[src/rtl/sram_frame_writer.sv]
// Streams one frame of 16-bit pixels into an asynchronous SRAM.
// Each pixel uses a WAIT -> SETUP -> STROBE write cycle into one of three frame buffers.
module sram_frame_writer #(
  parameter int unsigned FRAME_WORDS  = 307200,
  parameter logic [19:0] FRAME_STRIDE = 20'h4B000
) (
  input  logic        Clk,
  input  logic        Reset,
  input  logic        start,
  input  logic [2:0]  frame_sel,
  input  logic        pix_valid,
  input  logic [15:0] pix_data,
  output logic        pix_ready,
  output logic [19:0] SRAM_ADDR,
  output logic [15:0] Data_to_SRAM,
  output logic        CE,
  output logic        UB,
  output logic        LB,
  output logic        OE,
  output logic        WE,
  output logic        busy,
  output logic        done,
  output logic        err
);

  localparam logic [2:0] S_IDLE   = 3'd0;
  localparam logic [2:0] S_WAIT   = 3'd1;
  localparam logic [2:0] S_SETUP  = 3'd2;
  localparam logic [2:0] S_STROBE = 3'd3;
  localparam logic [2:0] S_DONE   = 3'd4;

  localparam logic [18:0] LAST_COUNT = 19'(FRAME_WORDS - 1);

  logic [2:0]  state_reg, state_next;
  logic [18:0] count_reg;
  logic [19:0] base_reg;
  logic [19:0] base_sel;
  logic [19:0] addr_reg;
  logic [15:0] data_reg;
  logic        ce_n_reg, we_n_reg;
  logic        ready_reg, busy_reg, done_reg, err_reg;
  logic        start_ok, start_bad, accept, last_pixel;

  assign start_ok   = (state_reg == S_IDLE) && start && (frame_sel <= 3'd2);
  assign start_bad  = (state_reg == S_IDLE) && start && (frame_sel > 3'd2);
  assign accept     = (state_reg == S_WAIT) && pix_valid;
  assign last_pixel = (count_reg == LAST_COUNT);

  always_comb begin
    base_sel = 20'd0;
    case (frame_sel)
      3'd1:    base_sel = FRAME_STRIDE;
      3'd2:    base_sel = {FRAME_STRIDE[18:0], 1'b0};
      default: base_sel = 20'd0;
    endcase
  end

  always_comb begin
    state_next = state_reg;
    case (state_reg)
      S_IDLE:   if (start_ok) state_next = S_WAIT;
      S_WAIT:   if (pix_valid) state_next = S_SETUP;
      S_SETUP:  state_next = S_STROBE;
      S_STROBE: state_next = last_pixel ? S_DONE : S_WAIT;
      S_DONE:   state_next = S_IDLE;
      default:  state_next = S_IDLE;
    endcase
  end

  // SRAM controls and status are registered from the next state so the pins come straight off flops.
  always_ff @(posedge Clk) begin
    if (Reset) begin
      state_reg <= S_IDLE;
      count_reg <= 19'd0;
      base_reg  <= 20'd0;
      addr_reg  <= 20'd0;
      data_reg  <= 16'd0;
      ce_n_reg  <= 1'b1;
      we_n_reg  <= 1'b1;
      ready_reg <= 1'b0;
      busy_reg  <= 1'b0;
      done_reg  <= 1'b0;
      err_reg   <= 1'b0;
    end else begin
      state_reg <= state_next;
      err_reg   <= start_bad;
      ready_reg <= (state_next == S_WAIT);
      busy_reg  <= (state_next != S_IDLE);
      done_reg  <= (state_next == S_DONE);
      ce_n_reg  <= !((state_next == S_SETUP) || (state_next == S_STROBE));
      we_n_reg  <= (state_next != S_STROBE);
      if (start_ok) begin
        base_reg  <= base_sel;
        count_reg <= 19'd0;
      end
      if (accept) begin
        addr_reg <= base_reg + {1'b0, count_reg};
        data_reg <= pix_data;
      end
      if ((state_reg == S_STROBE) && !last_pixel) begin
        count_reg <= count_reg + 19'd1;
      end
    end
  end

  assign pix_ready    = ready_reg;
  assign SRAM_ADDR    = addr_reg;
  assign Data_to_SRAM = data_reg;
  assign CE           = ce_n_reg;
  assign UB           = ce_n_reg;
  assign LB           = ce_n_reg;
  assign OE           = 1'b1;
  assign WE           = we_n_reg;
  assign busy         = busy_reg;
  assign done         = done_reg;
  assign err          = err_reg;

endmodule

[config.mk]
export PLATFORM = sky130hd
export DESIGN_NAME = sram_frame_writer
export DESIGN_NICKNAME = d
export VERILOG_FILES = /design/src/rtl/sram_frame_writer.sv
export SDC_FILE = /design/constraint.sdc
export NUM_CORES = 1
export LEC_CHECK = 0
export CAP_MARGIN = 30
export CORE_ASPECT_RATIO = 1.5
export CORE_UTILIZATION = 50
export DETAILED_ROUTE_END_ITERATION = 16
export PLACE_DENSITY_LB_ADDON = 0.1
export SLEW_MARGIN = 20
export SYNTH_ARGS = -nofsm -noshare
export SYNTH_HDL_FRONTEND = slang
export SYNTH_SLANG_ARGS = --single-unit
[constraint.sdc]
create_clock -name Clk -period 2 [get_ports Clk]
set_input_delay 0.4 -clock Clk [delete_from_list [all_inputs] [get_ports Clk]]
set_output_delay 0.4 -clock Clk [all_outputs]
set_load 0.02 [all_outputs]
Word level (Yosys, flattened, before mapping). Index checks and enable logic that the tools add are counted.

Flip-flop bits (word level): 84. Latch bits: 0. Memory bits (writable): 0. Bits in read-only memories: 0. Bits of input ports: 23. Output and inout port bits: 45. Logic and storage cells: 44. Memories: 0.

Add/subtract/negate cells: 2. Multiply operators: 0. Div/mod/pow operators: 0. $lt $le $gt $ge: 2. Eq/ne operators: 11. Shifts and indexed selects: 0. Mux-type cells: 7. Bitwise gates (word level): 0. Reduce and logical (&&, ||, !) cells: 11.

Operator list (count): case mux 20 bit (2 select lines) (1); two-way mux 19 bit (2); adder 20 x 19 -> 20 bit (1); adder 19 x 1 -> 19 bit (second input constant) (1); == test 19 bit (second input constant) (1); == test 3 x 2 -> 1 bit (second input constant) (5); case mux 3 bit (4 select lines) (1); == test 3 x 1 -> 1 bit (second input constant) (3); two-way mux 3 bit (3); logical AND 1 bit (5); == test 3 bit (second input constant) (1); greater-than comparator 3 x 2 -> 1 bit (second input constant) (1); <= comparator 3 x 2 -> 1 bit (second input constant) (1); zero test 3 bit (1); != test 3 x 2 -> 1 bit (second input constant) (1); nonzero test 3 bit (1); zero test 1 bit (2); nonzero test 2 bit (1); logical OR 1 bit (1).

Depth between registers and ports, before layout. Gate-level depths: netlist (run 1).

Word-level depth: 8. Mapped depth: 8. Gate-level depth less buffers: 8.

Worst setup path before layout (run 1). OpenSTA, ideal clock, no wires.

Kind: reg2reg. Start point: reg state_reg[0]. End point: reg count_reg[10]. Library setup time: 0.122 ns. Data arrival time: 1.721 ns. Required time: 1.878 ns. Slack: 0.157 ns. Stages on the path, launching flop included: 7. Path buffers: 1. Clock period less this slack: 1.843 ns. Cell sequence: dfxtp_1 -> buf_6 -> or4b_4 -> a211o_1 -> nand2_4 -> nor2_2 -> a221o_1.

Longest elaborated chain between the ends: 4. Elaborated cells on any way between the ends: 7. Those cells by class: eq/ne (1); mux (1); reduce/logical (5).

Ends and longest elaborated chain: start: declaration (RTL line 34) `logic [2:0] state_reg, state_next;`; start signal: assignment (RTL line 85) `state_reg <= state_next;`; zero test 3 bit (RTL line 44) `assign start_ok = (state_reg == S_IDLE) && start && (frame_sel <= 3'd2);`; logical AND 1 bit (2 in series) (RTL line 44); nonzero test 2 bit (no line); end signal: assignment (RTL line 101) `count_reg <= count_reg + 19'd1;`; end: declaration (RTL line 35) `logic [18:0] count_reg;`.

Parallel ways exist; a longest one is shown, timed or not. A chain may end at the register's enable or synchronous reset.

Worst setup path after layout (run 1).
Start point: in start. End point: reg count_reg[3].

Longest elaborated chain between the ends: 3.

Ends and longest elaborated chain: start: declaration (RTL line 9) `input logic start,`; logical AND 1 bit (2 in series) (RTL line 44); nonzero test 2 bit (no line).

No other way between the ends.

==> impl_metrics.env, run 1 <==
export IMPL_status="complete, no violations"
export IMPL_seq_area_frac_synth=0.432
export IMPL_dp_cells=520
export IMPL_rows=34
export IMPL_internal_power_uw=2230
export IMPL_synthCells=374
export IMPL_cp_max_fo=4
export IMPL_setup_viol=0
export IMPL_grt_pass1_vias=2808
export IMPL_r2r_start="count_reg[4]"
export IMPL_cp_start_kind="primary input"
export IMPL_ys_warn_count=0
export IMPL_reg2reg_to="count_reg[15]"
export IMPL_ys_top_cells_by_area="dfxtp_1 43%, nand2_1 9.4%, a21oi_1 6.9%, ha_1 2.8%, nor2_1 2.5%"
export IMPL_clkTransAtPathRegs_ns=0.07
export IMPL_root_buffer="clkbuf_8"
export IMPL_syn_area_per_cell_um2=8.29
export IMPL_critPathKind="primary input to flop"
export IMPL_power_switching_uw=684
export IMPL_sw_frac_of_total=0.234
export IMPL_async_flop_share=0
export IMPL_clock_latency_ns=0.35
export IMPL_drive_gt1_frac=0.138
export IMPL_peakVddDrop_mv=0.542
export IMPL_drt_iter0_markers=98
export IMPL_antenna_found_initial=0
export IMPL_yosysTopAreaCell="dfxtp_1"
export IMPL_crit_required_ns=2.24
export IMPL_ys_ff_latch=67
export IMPL_grt_use_met3=0.0475
export IMPL_worstPathCellList="clkdlybuf4s50_1 > or4b_4 > a211o_1 > nand2_4 > nor2_2 > a221o_1"
export IMPL_final_cell_area_um2=4230
export IMPL_cts_buffer_depth=2
export IMPL_min_delay_worst_endpoint="SRAM_ADDR[5]"
export IMPL_clock_skew_ns=0.0104
export IMPL_drc_errors=0
export IMPL_grtUsageMet2=0.443
export IMPL_p_clk_frac=0.432
export IMPL_initial_core_util=0.528
export IMPL_syn2layout_area_growth_pct=36.3
export IMPL_cts_buffers=9
export IMPL_core_um2=5870
export IMPL_cts_tree="built"
export IMPL_crit_arrival_ns=2.16
export IMPL_boundaryPins=68
export IMPL_cp_slowest_cell="clkdlybuf4s50_1"
export IMPL_combPwrFrac=0.097
export IMPL_numClockSinks=67
export IMPL_die_height_um=98.5
export IMPL_overflow=0
export IMPL_syn_nets=405
export IMPL_post_cts_buffers=0
export IMPL_cts_resized=0
export IMPL_grt_use_total=0.248
export IMPL_ant_nets=0
export IMPL_dieArea_um2=6530
export IMPL_antennaDiodeCount=0
export IMPL_grt_pass1_wl_mm=12.4
export IMPL_min_delay_start="SRAM_ADDR[5]"
export IMPL_routedWlPerCell_um=14.1
export IMPL_slew_viol_final=0
export IMPL_synth_edf_count=0
export IMPL_netlist_area_um2=3100
export IMPL_wl_mm=7.56
export IMPL_viasPerCell=5.51
export IMPL_slew_headroom=0.661
export IMPL_finalNetCount=490
export IMPL_period_share=0.960
export IMPL_powerDensity_nw_per_um2=690
export IMPL_synth_top_area_frac=0.432
export IMPL_worstMarginPinSlew_ns=0.502
export IMPL_hold_viol_final=0
export IMPL_critPathMaxStageDelay_ns=0.45
export IMPL_instances_no_fill=536
export IMPL_grt_max_degree=30
export IMPL_hold_slack_ns=0.454
export IMPL_whs_path_depth=2
export IMPL_rsz0062_at_grt="no"
export IMPL_synthDistinctLibCells=60
export IMPL_drtPass1Iterations=4
export IMPL_port_buffers=66
export IMPL_grt_busiest_layer="met2"
export IMPL_vias=2952
export IMPL_fp_dieW_um=66.3
export IMPL_dp_hpwl_mm=5.61
export IMPL_cts_htree_levels=3
export IMPL_placed_area_um2=4000
export IMPL_reg2regPathDepth=6
export IMPL_final_common_cell="nand2_1"
export IMPL_final_cell_mix="78 x nand2_1, 66 x dfxtp_1, 65 x clkdlybuf4s50_1, 43 x a21oi_1, 30 x buf_4"
export IMPL_ctsHoldBuffers=0
export IMPL_min_period_ns=1.92
export IMPL_fmax_ghz=0.521
export IMPL_ys_flop_type="dfxtp_1"
export IMPL_cp_end_kind="flop"
export IMPL_reg2reg_slack_ns=0.09
export IMPL_seqPwrFrac=0.471
export IMPL_setup_tns_ns=0
export IMPL_hold_path_class="flop to flop"
export IMPL_p_leak_uw=0.00154
export IMPL_largest_register_ffs=20
export IMPL_gp_congestion=0.905
export IMPL_drv_cap=0
export IMPL_use_met1=0.266
cell usage after synthesis, drive strengths merged (2+ instances only):
library cell  count
nand2            79
and2              2
nand3            11
nor4b             4
o21a              2
buf               9
nor3             11
nor2b             4
o21ai             6
nor4              3
and4              3
a31oi             4
nor3b             2
a211oi            5
o22ai             3
dfxtp            67
a22o              3
nand2b            6
or3               2
o31a              2
mux2              2
xor2              3
xnor2             4
ha                7
nand4             7
inv              10
clkbuf           15
a221o             3
nand3b            3
nor2             23
and3              4
a21oi            45
o211ai            3
how the worst max path moves through the flow:
stage	startpoint	to	slack [ns]
final	start	count_reg[3]	0.08
after global routing	count_reg[14]	count_reg[15]	0.01
after CTS	start	count_reg[3]	0.09
after detailed placement	start	count_reg[3]	-0.28
after global placement	start	count_reg[3]	-0.27
after floorplan	state_reg[0]	count_reg[10]	0.16
per-layer routing:
layer / part of all wire / vias to the layer above
met5: 0 / -
met4: 0.032 / 0
met3: 0.043 / 27
met2: 0.52 / 79
met1: 0.40 / 1368
li1: - / 1478
cell type report:
class | count | area (um^2)
fillers | 492 | 1640
inverters | 10 | 37.5
repair buffers | 98 | 921
clock inverters | 6 | 88.8
clock buffers | 10 | 138
multi-input cells | 273 | 1610
flip-flops and latches | 67 | 1340
well taps | 72 | 90.1
metrics by stage:
stage / power (uW) / utilization / setup slack (ns)
after floorplan: 1550 / - / 0.157
after global placement: 1680 / 0.681 / -0.267
after detailed placement: 1690 / 0.681 / -0.285
after CTS: 2940 / 0.720 / 0.0859
after global routing: 3020 / 0.720 / 0.0107
final: 2920 / 0.720 / 0.0794
power by group through the flow:
stage / clock network (uW) / logic, uW / registers [uW]
5_1_grt: 1340 / 309 / 1380
3_5_place_dp: 0 / 283 / 1410
6_report: 1260 / 284 / 1370
3_3_place_gp: 0 / 280 / 1400
2_1_floorplan: 0 / 126 / 1430
4_1_cts: 1280 / 285 / 1370
worst max-delay path, delay by kind of cell:
kind / cells / cell delay [ns]
AOI/OAI and AO/OA: 2 / 0.67
and+or+nand+nor: 3 / 0.63
buffers and inverters: 1 / 0.45
cells by family (layout without fill, tap and decap cells):
| logic type | after synthesis | in the layout | synth area share |
|---|---|---|---|
| flops | 67 | 67 | 0.432 |
| fa+ha+maj | 8 | 8 | 0.0347 |
| mux | 3 | 3 | 0.0105 |
| other cells | 1 | 1 | 0.00121 |
| xor+xnor | 7 | 7 | 0.0198 |
| buf+inv | 34 | 124 | 0.0492 |
| simple gates | 169 | 169 | 0.278 |
| compound gates | 85 | 85 | 0.174 |
No activity file was read; power rests on OpenSTA's default activity.
==> inputs of run 2 (changes only) <==
--- a/config.mk
+++ b/config.mk
@@ -8,8 +8,10 @@
 export CAP_MARGIN = 30
 export CORE_ASPECT_RATIO = 1.5
 export CORE_UTILIZATION = 50
+export CTS_BUF_LIST = sky130_fd_sc_hd__clkbuf_16
 export DETAILED_ROUTE_END_ITERATION = 16
 export PLACE_DENSITY_LB_ADDON = 0.1
+export SETUP_SLACK_MARGIN = 0.05
 export SLEW_MARGIN = 20
 export SYNTH_ARGS = -nofsm -noshare
 export SYNTH_HDL_FRONTEND = slang
==> run 2 against run 1 <==
Net effect:
- final area is 3.3% higher
- maximum frequency is 1.8% higher
- die area stayed put
- global-route usage is 0.97 points higher
- register-to-register slack better by 0.02 ns
- clock skew is 0.0065 ns lower
- combinational power is 4% higher
- non-clock buffer count is 3 higher
- routed wire length is 5.4% higher
- worst setup slack better by 0.034 ns
==> impl_metrics.env, run 2 (synthesis results as in run 1) <==
export IMPL_status="complete, no violations"
export IMPL_crit_required_ns=2.21
export IMPL_p_clk_frac=0.499
export IMPL_numClockSinks=67
export IMPL_wl_met2_mm=4.28
export IMPL_initial_core_util=0.528
export IMPL_ant_nets=0
export IMPL_antenna_found_initial=0
export IMPL_cts_htree_levels=3
export IMPL_wl_mm=7.96
export IMPL_port_buffers=66
export IMPL_slew_viol_final=0
export IMPL_cts_tree="built"
export IMPL_sw_frac_of_total=0.223
export IMPL_min_delay_worst_endpoint="SRAM_ADDR[5]"
export IMPL_vias=2984
export IMPL_antennaDiodeCount=0
export IMPL_cp_end_kind="flop"
export IMPL_final_common_cell="nand2_1"
export IMPL_fillers=454
export IMPL_final_cell_mix="78 x nand2_1, 65 x dfxtp_1, 64 x clkdlybuf4s50_1, 43 x a21oi_1, 32 x buf_4"
export IMPL_fp_dieW_um=66.3
export IMPL_reg2reg_to="count_reg[3]"
export IMPL_largest_register_ffs=20
export IMPL_cp_max_fo=8
export IMPL_gp_congestion=0.905
export IMPL_grt_pass1_wl_mm=12.9
export IMPL_overflow=0
export IMPL_die_height_um=98.5
export IMPL_dieArea_um2=6530
export IMPL_whs_path_depth=2
export IMPL_critPathMaxStageDelay_ns=0.55
export IMPL_ctsHoldBuffers=0
export IMPL_core_um2=5870
export IMPL_grt_max_degree=30
export IMPL_drv_cap=0
export IMPL_syn2layout_area_growth_pct=40.9
export IMPL_rsz0062_at_grt="yes"
export IMPL_min_delay_start="SRAM_ADDR[5]"
export IMPL_hold_path_class="flop to flop"
export IMPL_cts_buffer_depth=2
export IMPL_worstPathCellList="or4b_4 > a211o_4 > nand2_4 > nor2_4 > a221o_1"
export IMPL_r2r_start="state_reg[1]"
export IMPL_internal_power_uw=2590
export IMPL_grt_use_total=0.257
export IMPL_wl_met1_mm=3.17
export IMPL_period_share=0.943
export IMPL_critPathKind="flop to flop"
export IMPL_drc_errors=0
export IMPL_viasPerCell=5.54
export IMPL_setup_viol=0
export IMPL_cts_buffers=9
export IMPL_min_period_ns=1.89
export IMPL_clkTransAtPathRegs_ns=0.05
export IMPL_drtPass1Iterations=4
export IMPL_routedWlPerCell_um=14.8
export IMPL_powerDensity_nw_per_um2=764
export IMPL_combPwrFrac=0.089
export IMPL_hold_viol_final=0
export IMPL_rows=34
export IMPL_p_total_uw=3340
export IMPL_reg2reg_slack_ns=0.11
export IMPL_finalNetCount=493
export IMPL_power_switching_uw=746
export IMPL_route_met3_wl_um=321
export IMPL_root_buffer="clkbuf_16"
export IMPL_cp_start_kind="flop"
export IMPL_fmax_ghz=0.530
export IMPL_drive_gt1_frac=0.150
export IMPL_drt_iter0_markers=133
export IMPL_utilization=0.744
export IMPL_peakVddDrop_mv=0.664
export IMPL_seqPwrFrac=0.412
export IMPL_maxUsedRoutingLayer="met4"
export IMPL_dp_hpwl_mm=5.61
export IMPL_cp_startpoint="state_reg[1]"
export IMPL_cp_slowest_cell="or4b_4"
export IMPL_clock_latency_ns=0.33
export IMPL_crit_arrival_ns=2.09
export IMPL_clock_skew_ns=0.00389
export IMPL_reg2regPathDepth=5
export IMPL_p_leak_uw=0.00160
export IMPL_grt_pass1_vias=2840
export IMPL_boundaryPins=68
-- run 2: worst max-delay path by stage --
stage                    endpoint  slack [ns]  cells past startpoint
floorplan           count_reg[10]        0.16                      6
global placement     count_reg[3]       -0.27                      6
detailed placement   count_reg[3]       -0.28                      6
CTS                  count_reg[3]        0.06                      6
global route        SRAM_ADDR[18]        0.05                      8
finish               count_reg[3]        0.11                      5
-- run 2: cell type report --
type                    count  area [um^2]  share of cell area
multi-input cells         273         1630               0.373
flip-flops and latches     67         1340               0.308
repair buffers            101          950               0.217
clock buffers               9          225              0.0515
clock inverters             7         92.6              0.0212
well taps                  72         90.1              0.0206
inverters                  10         37.5             0.00859
-- run 2: critical path, delay by kind of cell (launching register included) --
family / cells / cell delay, ns
AO/OA/AOI/OAI: 2 / 0.68
flip-flops: 1 / 0.37
AND/OR/NAND/NOR: 3 / 0.71
-- run 2: through the flow --
| stage | hold slack, ns | setup TNS [ns] | std cells | worst slack, ns | cell area (um^2) |
|---|---|---|---|---|---|
| 6_report | 0.452 | 0 | 539 | 0.113 | 4370 |
| 5_1_grt | 0.471 | 0 | 539 | 0.0459 | 4370 |
| 2_1_floorplan | 0.465 | 0 | 374 | 0.157 | 3100 |
| 4_1_cts | 0.454 | 0 | 536 | 0.0573 | 4320 |
| 3_5_place_dp | 0.444 | -3.56 | 520 | -0.285 | 4000 |
| 3_3_place_gp | 0.441 | -3.06 | 520 | -0.267 | 4000 |
-- run 2: layer usage --
metal | vias up | global-route usage
li1 | 1491 | -
met1 | 1396 | 0.276
met2 | 78 | 0.467
met3 | 19 | 0.0637
met4 | 0 | 0.103
met5 | - | 0
-- run 2: power groups by stage --
stage / sequential, uW / clock [uW] / combinational [uW]
2_1_floorplan: 1430 / 0 / 126
3_3_place_gp: 1400 / 0 / 280
3_5_place_dp: 1410 / 0 / 283
4_1_cts: 1380 / 1680 / 286
5_1_grt: 1380 / 1750 / 321
6_report: 1380 / 1670 / 296
-- run 2: repair_timing --
| item | CTS | global route |
|---|---|---|
| gates resized for setup | 0 | 8 |
| setup buffers | 0 | 3 |
| endpoints found under the setup margin | 0 | 12 |
==> inputs of run 3 (changes only) <==
--- a/config.mk
+++ b/config.mk
@@ -9,6 +9,7 @@
 export CORE_ASPECT_RATIO = 1.5
 export CORE_UTILIZATION = 50
 export CTS_BUF_LIST = sky130_fd_sc_hd__clkbuf_16
+export CTS_CLUSTER_SIZE = 40
 export DETAILED_ROUTE_END_ITERATION = 16
 export PLACE_DENSITY_LB_ADDON = 0.1
 export SETUP_SLACK_MARGIN = 0.05
==> constraint.sdc (replaced) <==
create_clock -name Clk -period 2 [get_ports Clk]
set_input_delay 0.3 -clock Clk [delete_from_list [all_inputs] [get_ports Clk]]
set_output_delay 0.3 -clock Clk [all_outputs]
set_load 0.02 [all_outputs]
==> run 3 against run 2 <==
Net effect:
- clock power down 8%
- clock skew grew 0.0017 ns
- count of clock-buffer cells in the layout is the same
- worst hold slack got worse by 0.11 ns
- global-route usage fell by 0.15 points
- worst setup slack better by 0.017 ns
- cell count grew 0.19%
- critical path depth up 1
- maximum frequency up 0.91%
- sequential power is essentially flat
- first-iteration DRC count is 19% higher
==> impl_metrics.env, run 3 (synthesis results as in run 1) <==
export IMPL_status="complete, no violations"
export IMPL_gp_congestion=0.923
export IMPL_whs_path_depth=2
export IMPL_hold_viol_final=0
export IMPL_root_buffer="clkbuf_16"
export IMPL_peakVddDrop_mv=0.734
export IMPL_port_buffers=66
export IMPL_initial_core_util=0.528
export IMPL_setup_viol=0
export IMPL_rsz0062_at_grt="yes"
export IMPL_antennaDiodeCount=0
export IMPL_final_cell_area_um2=4330
export IMPL_wl_mm=7.74
export IMPL_slew_viol_final=0
export IMPL_die_height_um=98.5
export IMPL_multiInputGateArea_um2=1620
export IMPL_overflow=0
export IMPL_viasPerCell=5.46
export IMPL_numClockSinks=67
export IMPL_fmax_ghz=0.535
export IMPL_ant_nets=0
export IMPL_utilization=0.737
export IMPL_cp_max_fo=5
export IMPL_final_cell_mix="78 x nand2_1, 66 x dfxtp_1, 65 x clkdlybuf4s50_1, 43 x a21oi_1, 35 x buf_4"
export IMPL_p_leak_uw=0.00159
export IMPL_hold_path_class="primary input to flop"
export IMPL_critPathMaxStageDelay_ns=0.45
export IMPL_fillers=496
export IMPL_fp_dieW_um=66.3
export IMPL_drc_errors=0
export IMPL_boundaryPins=68
export IMPL_cp_num_buf_inv=1
export IMPL_r2r_start="count_reg[5]"
export IMPL_routedWlPerCell_um=14.3
export IMPL_drt_iter0_markers=158
export IMPL_min_delay_start="Reset"
export IMPL_cp_slowest_cell="clkdlybuf4s50_1"
export IMPL_grt_use_total=0.256
export IMPL_cts_buffers=9
export IMPL_drv_cap=0
export IMPL_period_share=0.935
export IMPL_p_total_uw=3190
export IMPL_cts_htree_levels=3
export IMPL_min_period_ns=1.87
export IMPL_cp_start_kind="primary input"
export IMPL_drive_gt1_frac=0.145
export IMPL_worstPathCellList="clkdlybuf4s50_1 > or4b_4 > a211o_1 > nand2_4 > nor2_2 > a221o_1"
export IMPL_rows=34
export IMPL_clock_skew_ns=0.00563
export IMPL_dp_hpwl_mm=5.77
export IMPL_ctsHoldBuffers=0
export IMPL_min_delay_worst_endpoint="count_reg[18]"
export IMPL_syn2layout_area_growth_pct=39.5
export IMPL_finalWorstSetupSlack_ns=0.130
export IMPL_cp_end_kind="flop"
export IMPL_path_delay_family="compound AO/OA/AOI/OAI gates"
export IMPL_critPathKind="primary input to flop"
export IMPL_cts_buffer_depth=2
export IMPL_placed_area_um2=4000
export IMPL_crit_arrival_ns=2.08
export IMPL_dp_slack_ns=-0.199
export IMPL_largest_register_ffs=20
export IMPL_clkTransAtPathRegs_ns=0.05
export IMPL_core_um2=5870
export IMPL_reg2reg_to="count_reg[2]"
export IMPL_antenna_found_initial=0
export IMPL_clock_latency_ns=0.33
export IMPL_ff_latch_area_um2=1340
export IMPL_hold_slack_ns=0.342
export IMPL_grt_max_degree=42
export IMPL_dieArea_um2=6530
export IMPL_crit_required_ns=2.21
export IMPL_reg2reg_slack_ns=0.14
export IMPL_powerDensity_nw_per_um2=737
export IMPL_reg2regPathDepth=6
export IMPL_cts_tree="built"
export IMPL_final_common_cell="nand2_1"
export IMPL_grt_pass1_wl_mm=12.7
export IMPL_grt_pass1_vias=2884
export IMPL_finalNetCount=494
export IMPL_drtPass1Iterations=4
export IMPL_vias=2948
## run 3: routing by layer
metal,vias up,GRT usage,share of wire
met4,0,0.106,0.024
met3,17,0.0671,0.047
li1,1487,-,-
met5,-,0,0
met2,84,0.455,0.53
met1,1360,0.278,0.40
## run 3: worst max path at each step
stage,to,cells past startpoint,from
after floorplan,count_reg[10],6,state_reg[0]
after global placement,count_reg[10],6,start
after detailed placement,count_reg[10],6,start
after CTS,count_reg[2],6,count_reg[5]
after global routing,count_reg[2],6,count_reg[5]
final,count_reg[10],6,start
## run 3: stage by stage
stage | TNS [ns] | cells
2_1_floorplan | 0 | 374
3_3_place_gp | -0.953 | 522
3_5_place_dp | -1.39 | 522
4_1_cts | 0 | 538
5_1_grt | 0 | 540
6_report | 0 | 540
## run 3: cell type report
type | instances | area share
clock inverters | 7 | 0.0159
well taps | 72 | 0.0208
flip-flops and latches | 67 | 0.310
inverters | 10 | 0.00868
multi-input cells | 273 | 0.375
clock buffers | 9 | 0.0521
repair buffers | 102 | 0.217
## run 3: power by group
part           internal [uW]  switching [uW]  leakage, uW
combinational            134             148     0.000903
sequential              1360            14.1     0.000542
clock                    958             570     0.000143
## run 3: repair_timing
| action | in CTS | in global routing |
|---|---|---|
| hold endpoints to repair | 0 | 0 |
| setup endpoints to repair | 0 | 5 |
| gates resized for setup | 0 | 3 |
| setup buffers | 0 | 2 |
